## src/rtl/wait_timer.sv

```systemverilog
// Programmable one-shot delay timer. A start request loads a tick count; the
// timer counts clock edges down and emits a single-cycle out pulse on expiry.
module wait_timer #(
    parameter int unsigned WIDTH = 4
) (
    input  logic             clk,
    input  logic             reset,
    input  logic             start,
    input  logic [WIDTH-1:0] tick,
    output logic             out,
    output logic             busy,
    output logic [WIDTH-1:0] remaining
);

    typedef enum logic [0:0] {
        StIdle,
        StCount
    } state_e;

    localparam logic [WIDTH-1:0] CntZero = '0;
    localparam logic [WIDTH-1:0] CntOne  = {{(WIDTH-1){1'b0}}, 1'b1};

    state_e           state_q, state_d;
    logic [WIDTH-1:0] cnt_q, cnt_d;
    logic             out_q, out_d;
    logic [WIDTH-1:0] load_val;

    // A zero-length request still produces a pulse, one edge later.
    assign load_val = (tick == CntZero) ? CntOne : tick;

    // Next-state: a load beats everything, including a same-edge expiry.
    always_comb begin
        state_d = state_q;
        cnt_d   = cnt_q;
        out_d   = 1'b0;
        if (start) begin
            state_d = StCount;
            cnt_d   = load_val;
        end else begin
            unique case (state_q)
                StIdle: begin
                    cnt_d = CntZero;
                end
                StCount: begin
                    if (cnt_q == CntOne) begin
                        out_d   = 1'b1;
                        state_d = StIdle;
                        cnt_d   = CntZero;
                    end else begin
                        cnt_d = cnt_q - CntOne;
                    end
                end
                default: begin
                    state_d = StIdle;
                    cnt_d   = CntZero;
                end
            endcase
        end
    end

    // State register; reset discards any pending count immediately.
    always_ff @(posedge clk or posedge reset) begin
        if (reset) begin
            state_q <= StIdle;
            cnt_q   <= CntZero;
            out_q   <= 1'b0;
        end else begin
            state_q <= state_d;
            cnt_q   <= cnt_d;
            out_q   <= out_d;
        end
    end

    assign out       = out_q;
    assign busy      = (state_q == StCount);
    assign remaining = cnt_q;

`ifndef SYNTHESIS
    // The counter is nonzero exactly while a count is running.
    a_busy_matches_cnt: assert property (@(posedge clk) disable iff (reset)
        busy == (remaining != CntZero));
    // The timeout pulse only ever appears once the timer has gone idle.
    a_out_implies_idle: assert property (@(posedge clk) disable iff (reset)
        out |-> !busy);
    // out is a pulse: it cannot stay high for two consecutive cycles.
    a_out_is_pulse: assert property (@(posedge clk) disable iff (reset)
        out |=> !out);
`endif

endmodule

```

## config.mk

```make
export PLATFORM = sky130hd
export DESIGN_NAME = wait_timer
export DESIGN_NICKNAME = d
export VERILOG_FILES = /design/src/rtl/wait_timer.sv
export SDC_FILE = /design/constraint.sdc
export NUM_CORES = 1
export LEC_CHECK = 0
export ABC_AREA = 1
export BUFFER_PORTS_ARGS = -buffer_cell sky130_fd_sc_hd__buf_2
export CORE_AREA = 8 8 45 47
export DETAILED_ROUTE_END_ITERATION = 10
export DIE_AREA = 0 0 53 55
export SYNTH_ARGS = -nofsm -noshare
export SYNTH_HDL_FRONTEND = slang
export SYNTH_SLANG_ARGS = --single-unit
export TNS_END_PERCENT = 30
```

## constraint.sdc

```tcl
create_clock -name clk -period 1.23 [get_ports clk]
set_clock_uncertainty 0.2 [all_clocks]
set_input_delay 0.123 -clock clk [delete_from_list [all_inputs] [get_ports clk]]
set_output_delay 0.123 -clock clk [all_outputs]
set_load 0.02 [all_outputs]
```

==> flow_summary.toml <==
[run_status]
outcome = "finished, violations left"
violations = "negative hold slack"

[route]
dr.pass1.iters = 3
ant_nets = 0
drtIter0Drc = 2
route.detailed.drc = 0
wire_per_inst_um = 10.0
wirelength_um = 770
viasPerCell = 4.04
vias = 311

[critical_path]
worstSetupStartpointType = "flip-flop"
critPathRequiredTime_ns = 1.16
reg2reg_from = "remaining[1]"
setup.worst_path.end_class = "flip-flop"
rr_worst_depth = 5
worst-setup-path-type = "reg -> reg"
cpPeakStageDelay_ns = 0.41
slowest_stage = "dfrtp_2"
cp-startpoint = "remaining[1]"
critical_path.cell_chain = "inv_2, ha_2, nand2_2, nand2_2, o21ai_2"
path_max_fanout = 3
cpMostUsedCell = "nand2_2"
critical_path_arrival_ns = 1.11

[power_and_ir_drop]
clockPowerShare_pct = 26.6
pwr_density_cell_mw_per_mm2 = 1310
finalPower_uw = 675
combPwrFrac_pct = 34.7
power_frac_seq_pct = 38.7
p_int_uw = 444
power_switching_share_pct = 34.2
p_leak_nw = 0.265
irDropWorstVdd_v = 0.000375
power.switching_uw = 231

[layout]
drive_above_1_share_pct = 52.5
area_growth_syn_to_layout_pct = 64.1
diodes = 0
utilization_pct = 37.3
fin_cells = 77
layout.nets = 72

[grt]
antenna_found_initial = 0
grt_util_met2_pct = 10.5
use_met1_pct = 5.67
grt_pass1_vias = 342
grt_max_degree = 7
grt-ovfl-total = 0
met3_usage_pct = 1.87
grtUsageTotal_pct = 6.36
grt_busiest_layer = "met2"
grt_pass1_wl_mm = 1.30

[yosys]
synth.area.top_cells = "dfrtp_1, nand2_1, ha_1, inv_1, nand3_1"
synthesis.area_um2 = 314
synthTopCellsByCount = "nand2_1, dfrtp_1, inv_1"
synth_flop_cell = "dfrtp_1"
avgSynthCellArea_um2 = 8.26
ys_warn_count = 0
synth-async-reset-ratio_pct = 100
yosysSeqAreaShare_pct = 47.8
yosysUniqueCellTypes = 14
synth_top_cell_by_area = "dfrtp_1"
yosysMostFrequentCell = "nand2_1"
synth-edff-count = 0
syn_inst = 38
synth_top_area_share_pct = 47.8
synth-seq-cells = 6
syn_nets = 47

[floorplan]
core-area_mm2 = 0.00138
rows = 14
die_w_um = 53
initial_core_util_pct = 22.7
die_area_mm2 = 0.00292
ios = 13
die_y_um = 55

[cts]
clock_sinks = 6
htreeDepth = 1
cts_buffers = 3
clk_latency_ns = 0.24
cts-root-buf = "clkbuf_4"
cts.clk_slew.worst_paths_ns = 0.05
clockBufferDepth = 2
cts_tree = "done"

[timing]
maxSlewHeadroom_pct = 85.6
drv_slew = 0
worst_pin_slew_ns = 0.215
whs_ns = -0.00491
hold_viol_final = 1
post-route-period-util_pct = 96.0
fmax_mhz = 847
period_minus_slack_ns = 1.18
setup_viol = 0
rsz0062_at_grt = "yes"

[place]
dp.cells = 67
finalWeightedCongestion = 0.705
hpwl_um = 602
io_buffers = 12

[flow_run]
drv_cap = 0

[worst_hold_path]
hold_path.class = "in -> reg"
hold_start = "start"
hold_depth = 4
-- path summary, 6_finish.rpt --
kind	to	slack (ns)
worst max-delay path	remaining[2]	0.05
worst min-delay path	out	-0.005
worst max register to register	remaining[2]	0.05
worst min register to register	busy	0.31
max in group asynchronous	remaining[2]	0.50
min in group asynchronous	busy	0.13
-- per-stage QoR --
step / TNS, ns / setup WS (ns) / area (um^2)
6_report: 0 / 0.0492 / 515
5_1_grt: -0.00906 / -0.00906 / 515
4_1_cts: 0 / 0.00815 / 504
3_5_place_dp: 0 / 0.000554 / 407
3_3_place_gp: 0 / 0.0350 / 407
2_1_floorplan: 0 / 0.00451 / 319
-- power groups by stage --
stage | sequential, mW | clock [mW] | combinational [mW]
after floorplan | 0.294 | 0 | 0.0984
after global placement | 0.258 | 0 | 0.204
after detailed placement | 0.260 | 0 | 0.204
after CTS | 0.258 | 0.179 | 0.226
after global routing | 0.267 | 0.198 | 0.265
final | 0.261 | 0.180 | 0.234
-- kinds of logic (layout without fill, tap and decap cells) --
family | count (synthesis) | after routing | share of synthesized area [%]
fa+ha+maj | 2 | 2 | 7.97
flops | 6 | 6 | 47.8
simple gates | 19 | 19 | 25.5
compound gates | 4 | 4 | 8.77
buf+inv | 6 | 29 | 7.17
xor+xnor | 1 | 1 | 2.79
-- flip-flops by register name, summed over array words and instances, names as in the netlist --
name and cells:
remaining 4, busy 1, out 1
-- cells in the final DEF (no fill, tap or decap), types with 2 or more instances in the layout --
cell and n:
inv_1 2, dfrtp_2 3, clkbuf_4 3, dlygate4sd3_1 7, nand2_1 10, nand3_1 2
ha_2 2, dfrtp_1 3, nor2_1 2, buf_2 12, o21ai_0 2, nand2_2 3
inv_2 4
-- per-layer routing --
layer | wire length, um | share of wire [%] | vias to the layer above
met4 | 35 | 4.5 | 0
met3 | 60 | 7.8 | 4
met5 | 0 | 0 | -
li1 | - | - | 165
met2 | 354 | 46 | 13
met1 | 320 | 42 | 129
-- area by class of cell --
type                    instances  area [um^2]
repair buffers                 20          138
well taps                      16         20.0
flip-flops and latches          6          154
fillers                       140          868
multi-input cells              26          159
clock buffers                   3         22.5
inverters                       6         22.5
-- critical path: cells and delay by family, from the launching register on --
kind,cells,cell delay (ns)
adder cells (fa/ha/maj),1,0.18
buffers and inverters,1,0.07
AO/OA/AOI/OAI,1,0.05
AND/OR/NAND/NOR,2,0.16
flip-flops,1,0.41
-- what timing repair did --
action	4_1_cts	5_1_grt
endpoints found under the setup margin	1	2
hold endpoints to repair	11	0
hold buffers	7	0
setup buffers	0	0
resized for setup	2	4
pin swaps	1	0
Power figures use the tool's default switching activity.
